<file path="src/rtl/rr_arbiter8.sv">
`default_nettype none
// ============================================================================
//  Module   : rr_arbiter8
//  Purpose  : Round-robin arbiter sharing one resource among 8 requesters.
//             A grant is held while the winner keeps requesting, up to an
//             optional hold limit, and is followed by one dead cycle before
//             the next grant is issued.
//  Ports    : clk         - clock, all state updates on rising edge
//             rst_n       - asynchronous active-low reset (sync release)
//             i_en        - 1 = new grants may be issued
//             i_req[7:0]  - level-sensitive requests, bit i = requester i
//             o_gnt[7:0]  - registered one-hot grant, zero when idle
//             o_gnt_idx   - registered binary index of granted requester
//             o_gnt_valid - registered, 1 while any grant is asserted
//  Revision : 1.0 - initial release
// ============================================================================
module rr_arbiter8 #(
   parameter int unsigned HOLD_MAX = 16,  // max grant length in cycles, 0 = unlimited
   parameter int unsigned CNT_W    = 5    // hold counter width, 2**CNT_W > HOLD_MAX
) (
   input  logic       clk,
   input  logic       rst_n,
   input  logic       i_en,
   input  logic [7:0] i_req,
   output logic [7:0] o_gnt,
   output logic [2:0] o_gnt_idx,
   output logic       o_gnt_valid
);

   typedef enum logic [0:0] {
      ST_IDLE  = 1'b0,
      ST_GRANT = 1'b1
   } state_t;

   localparam logic [CNT_W-1:0] c_HOLD_LIM = CNT_W'(HOLD_MAX);
   localparam logic [CNT_W-1:0] c_CNT_MAX  = {CNT_W{1'b1}};

   state_t           r_state;
   logic [7:0]       r_gnt;
   logic [2:0]       r_gnt_idx;
   logic             r_gnt_valid;
   logic [CNT_W-1:0] r_hold_cnt;
   logic [2:0]       r_ptr;

   state_t           w_state_nxt;
   logic [7:0]       w_gnt_nxt;
   logic [2:0]       w_gnt_idx_nxt;
   logic             w_gnt_valid_nxt;
   logic [CNT_W-1:0] w_hold_cnt_nxt;
   logic [2:0]       w_ptr_nxt;

   logic             w_found;
   logic [2:0]       w_winner;
   logic [2:0]       w_cand;
   logic             w_release;

   // Rotating priority search: the last winner (r_ptr) ranks lowest, the
   // requester just after it ranks highest. 3-bit addition wraps 7 -> 0.
   always_comb begin
      w_found  = 1'b0;
      w_winner = 3'd0;
      w_cand   = 3'd0;
      for (int k = 1; k <= 8; k++) begin
         w_cand = r_ptr + 3'(k);
         if (!w_found && i_req[w_cand]) begin
            w_found  = 1'b1;
            w_winner = w_cand;
         end
      end
   end

   // Release when the owner drops its request or the hold limit is reached.
   always_comb begin
      w_release = !i_req[r_gnt_idx];
      if ((HOLD_MAX != 0) && (r_hold_cnt == c_HOLD_LIM)) begin
         w_release = 1'b1;
      end
   end

   always_comb begin
      w_state_nxt     = r_state;
      w_gnt_nxt       = r_gnt;
      w_gnt_idx_nxt   = r_gnt_idx;
      w_gnt_valid_nxt = r_gnt_valid;
      w_hold_cnt_nxt  = r_hold_cnt;
      w_ptr_nxt       = r_ptr;
      case (r_state)
         ST_IDLE: begin
            w_gnt_nxt       = 8'h00;
            w_gnt_valid_nxt = 1'b0;
            if (i_en && w_found) begin
               w_state_nxt     = ST_GRANT;
               w_gnt_nxt       = 8'h01 << w_winner;
               w_gnt_idx_nxt   = w_winner;
               w_gnt_valid_nxt = 1'b1;
               w_hold_cnt_nxt  = CNT_W'(1);
               w_ptr_nxt       = w_winner;
            end
         end
         ST_GRANT: begin
            if (w_release) begin
               // gnt_idx keeps its last value through the dead cycle.
               w_state_nxt     = ST_IDLE;
               w_gnt_nxt       = 8'h00;
               w_gnt_valid_nxt = 1'b0;
               w_hold_cnt_nxt  = '0;
            end else if (r_hold_cnt != c_CNT_MAX) begin
               w_hold_cnt_nxt  = r_hold_cnt + CNT_W'(1);
            end
         end
         default: begin
            w_state_nxt     = ST_IDLE;
            w_gnt_nxt       = 8'h00;
            w_gnt_valid_nxt = 1'b0;
         end
      endcase
   end

   always_ff @(posedge clk or negedge rst_n) begin
      if (!rst_n) begin
         r_state     <= ST_IDLE;
         r_gnt       <= 8'h00;
         r_gnt_idx   <= 3'd0;
         r_gnt_valid <= 1'b0;
         r_hold_cnt  <= '0;
         r_ptr       <= 3'd7;   // first search begins at requester 0
      end else begin
         r_state     <= w_state_nxt;
         r_gnt       <= w_gnt_nxt;
         r_gnt_idx   <= w_gnt_idx_nxt;
         r_gnt_valid <= w_gnt_valid_nxt;
         r_hold_cnt  <= w_hold_cnt_nxt;
         r_ptr       <= w_ptr_nxt;
      end
   end

   assign o_gnt       = r_gnt;
   assign o_gnt_idx   = r_gnt_idx;
   assign o_gnt_valid = r_gnt_valid;

endmodule
`default_nettype wire

</file>
<file path="config.mk">
export PLATFORM = sky130hd
export DESIGN_NAME = rr_arbiter8
export DESIGN_NICKNAME = d
export VERILOG_FILES = /design/src/rtl/rr_arbiter8.sv
export SDC_FILE = /design/constraint.sdc
export NUM_CORES = 1
export LEC_CHECK = 0
export ABC_CLOCK_PERIOD_IN_PS = 4140
export CORE_ASPECT_RATIO = 1.5
export CORE_MARGIN = 4
export CORE_UTILIZATION = 49
export DETAILED_ROUTE_END_ITERATION = 10
export PLACE_DENSITY = 0.82
export SETUP_SLACK_MARGIN = 0.02
export SKIP_LAST_GASP = 1
export SLEW_MARGIN = 20
export SYNTH_ARGS = -nofsm -noshare
export SYNTH_HDL_FRONTEND = slang
export SYNTH_SLANG_ARGS = --single-unit
</file>
<file path="constraint.sdc">
create_clock -name clk -period 4.14 [get_ports clk]
set_input_delay 0.828 -clock clk [delete_from_list [all_inputs] [get_ports clk]]
set_output_delay 0.828 -clock clk [all_outputs]
set_load 0.03 [all_outputs]
</file>
==> results_dict.tcl <==
set metrics [dict create \
    dr_total_vias 1825 \
    ys_warn_count 0 \
    cts_sinks 21 \
    reg2reg_from "r_ptr[1]" \
    syn_inst 210 \
    cts_hold_buffers 0 \
    postLayoutCoreUtil_pct 57.1 \
    cts_tree "built" \
    clk_latency_ns 0.26 \
    cts.repair.resized 0 \
    skew_ns 0.00304 \
    synth_nets 226 \
    fin_nets 240 \
    start_kind "flop" \
    synth_seq_cells 21 \
    reg2reg_to "o_gnt[0]" \
    max_stage_delay_ns 0.62 \
    grtUsageTotal_pct 20.5 \
    hold_viol 0 \
    synth_seq_area_share_pct 24.4 \
    gp_congestion 0.903 \
    fp.dieW_microns 62.3 \
    slew_viol_final 0 \
    crit_chain "inv_1 -> ha_1 -> buf_4 -> mux4_1 -> mux2i_1 -> o211a_1 -> nor3_1 -> nand4b_1 -> nor2_1 -> a32o_1" \
    path_max_fanout 11 \
    core.rowCount 29 \
    dieHeight_microns 89.4 \
    io_pins 23 \
    viasPerCell 6.78 \
    die-area_sq_um 5570 \
    layout-drive-gt1-share_pct 19.3 \
    drtIter0Drc 75 \
    clock_path_buffers 2 \
    finalCriticalPeriod_ns 3.53 \
    grt_pass1_vias 1858 \
    worst_pin_slew_ns 0.954 \
    ys.flop_type "dfrtp_1" \
    synth_edf_count 0 \
    worstSetupPathType "reg -> reg" \
    wl_microns 5410 \
    start_util_pct 51.0 \
    grt_pass1_wl_microns 9150 \
    antenna_found_initial 0 \
    insertedDiodeCount 0 \
    clk_pin_slew_ns 0.07 \
    cts_buffers 3 \
    gr-total-overflow 0 \
    dpl.hpwl_microns 4090 \
    synth-async-reset-ratio_pct 100 \
    core_area_sq_um 4250 \
    fmax_mhz 283 \
    netlist_area_sq_um 2170 \
    relSlewSlack_pct 36.2 \
    status "completed" \
    wire_per_inst_microns 20.1 \
    rrSetupSlack_ns 0.61 \
    postCtsSetupBuffers 0 \
    detail-route-antenna-nets 0 \
    rsz0062_at_grt "no" \
    place_inst 265 \
    synthDistinctLibCells 54 \
    timing.final.crit_share_pct 85.4 \
    drt_pre_antenna_iters 4 \
    htreeDepth 1 \
    worstRegToRegCells 10 \
    grt_start_max_net_pins 22 \
    worstHoldPathType "reg -> reg" \
    finalSetupViolCount 0 \
    critPathCaptureType "flop" \
    arrival_ns 3.73 \
    cap_viol_max_count 0 \
    finalSetupTns_ns 0 \
    critPathLaunch "r_ptr[1]" \
    avgSynthCellArea_sq_um 10.3 \
    drc 0 \
    cpMaxStageDelayCell "ha_1" \
    root_buffer "clkbuf_8" \
    port_buffers 22 \
    cp.required_ns 4.34 \
    crit_path_end "o_gnt[0]" \
    syn_to_final_growth_pct 12.0 \
    final_cells 269 \
]
## sequential cells by signal, indices dropped and copies added, names as in the netlist
name / count
o_gnt: 8
r_hold_cnt: 5
o_gnt_valid: 1
r_ptr: 3
o_gnt_idx: 3
r_state: 1
## area by class of cell
cell class | count | area [sq um]
Inverter | 13 | 48.8
Multi-Input combinational cell | 158 | 1490
Clock buffer | 4 | 45.0
Sequential cell | 21 | 529
Timing Repair Buffer | 27 | 258
Fill cell | 361 | 1820
Tap cell | 46 | 57.6
## cells in the mapped netlist (3+ instances only)
master    number  area, sq um
mux2i_1       12          120
a32o_1         9         90.1
a31oi_1        4         25.0
o21ai_0        8         40.0
o31ai_1        4         30.0
inv_1          9         33.8
nand2_1       20         75.1
buf_6          3         33.8
mux4_2        17          383
ha_1           5         62.6
dfrtp_1       18          450
and3_1         3         18.8
clkbuf_1       6         22.5
and2_1         5         31.3
dfstp_2        3         78.8
buf_2          8         40.0
a21oi_1        5         25.0
mux4_1         3         78.8
nand2b_1       4         25.0
nor2b_1        3         18.8
inv_2          3         11.3
nor2_1        16         60.1
mux2_2         3         33.8
nand3_1        4         20.0
## per-stage QoR
step	cell area, sq um	worst slack [ns]	hold WS, ns
global placement	2380	0.457	0.468
global route	2420	0.367	0.532
CTS	2420	0.615	0.497
detailed placement	2380	0.405	0.474
finish	2420	0.605	0.493
floorplan	2170	0.602	0.516
## routing by layer
layer | wire, microns | GRT usage [%] | up-vias
met3 | 203 | 1.76 | 20
met2 | 3060 | 40.1 | 68
met4 | 189 | 10.0 | 0
li1 | - | - | 833
met1 | 1960 | 22.0 | 904
met5 | 0 | 0 | -
## layout by cell type (no fill, tap or decap), types with 2 or more instances in the layout
master and n:
a211oi_1 2, a21o_1 2, a21oi_1 5, a22oi_1 2, a31oi_1 4, a32o_1 9
and2_1 5, and3_1 3, buf_4 5, clkbuf_8 3, clkdlybuf4s50_1 22, dfrtp_1 18
dfstp_2 3, ha_1 5, inv_1 9, inv_2 3, mux2_2 3, mux2i_1 12
mux4_1 3, mux4_2 17, nand2_1 20, nand2b_1 4, nand3_1 4, nand4b_1 2
nor2_1 16, nor2b_1 3, o21ai_0 8, o31ai_1 4, xor2_1 2
## worst min path at each step
stage	startpoint	end	slack [ns]	cells past startpoint
2_1_floorplan	r_hold_cnt[4]	r_hold_cnt[4]	0.52	2
3_3_place_gp	o_gnt[7]	o_gnt[7]	0.47	2
3_5_place_dp	o_gnt[3]	o_gnt[3]	0.47	2
4_1_cts	o_gnt[3]	o_gnt[3]	0.50	2
6_report	o_gnt[7]	o_gnt[7]	0.49	2
5_1_grt	o_gnt[6]	o_gnt[6]	0.53	2
## worst max-delay path, delay by kind of cell (launching register included)
family,cells,cell delay [ns]
buf+inv,2,0.37
simple gates,3,0.64
mux,2,0.87
flops,1,0.53
fa+ha+maj,1,0.62
compound gates,2,0.44
## kinds of logic (layout without fill, tap and decap cells)
group	after synthesis	after routing	share of synthesized area, %
multiplexers	36	36	29.5
flip-flops	21	21	24.4
AND/OR/NAND/NOR	63	63	14.0
buffers and inverters	31	44	6.93
AO/OA/AOI/OAI	51	51	20.7
adder cells (fa/ha/maj)	5	5	2.89
XOR/XNOR	3	3	1.56
Power is not shown: default switching activity piles up to over one toggle a cycle in this logic, so the estimate is an artifact.
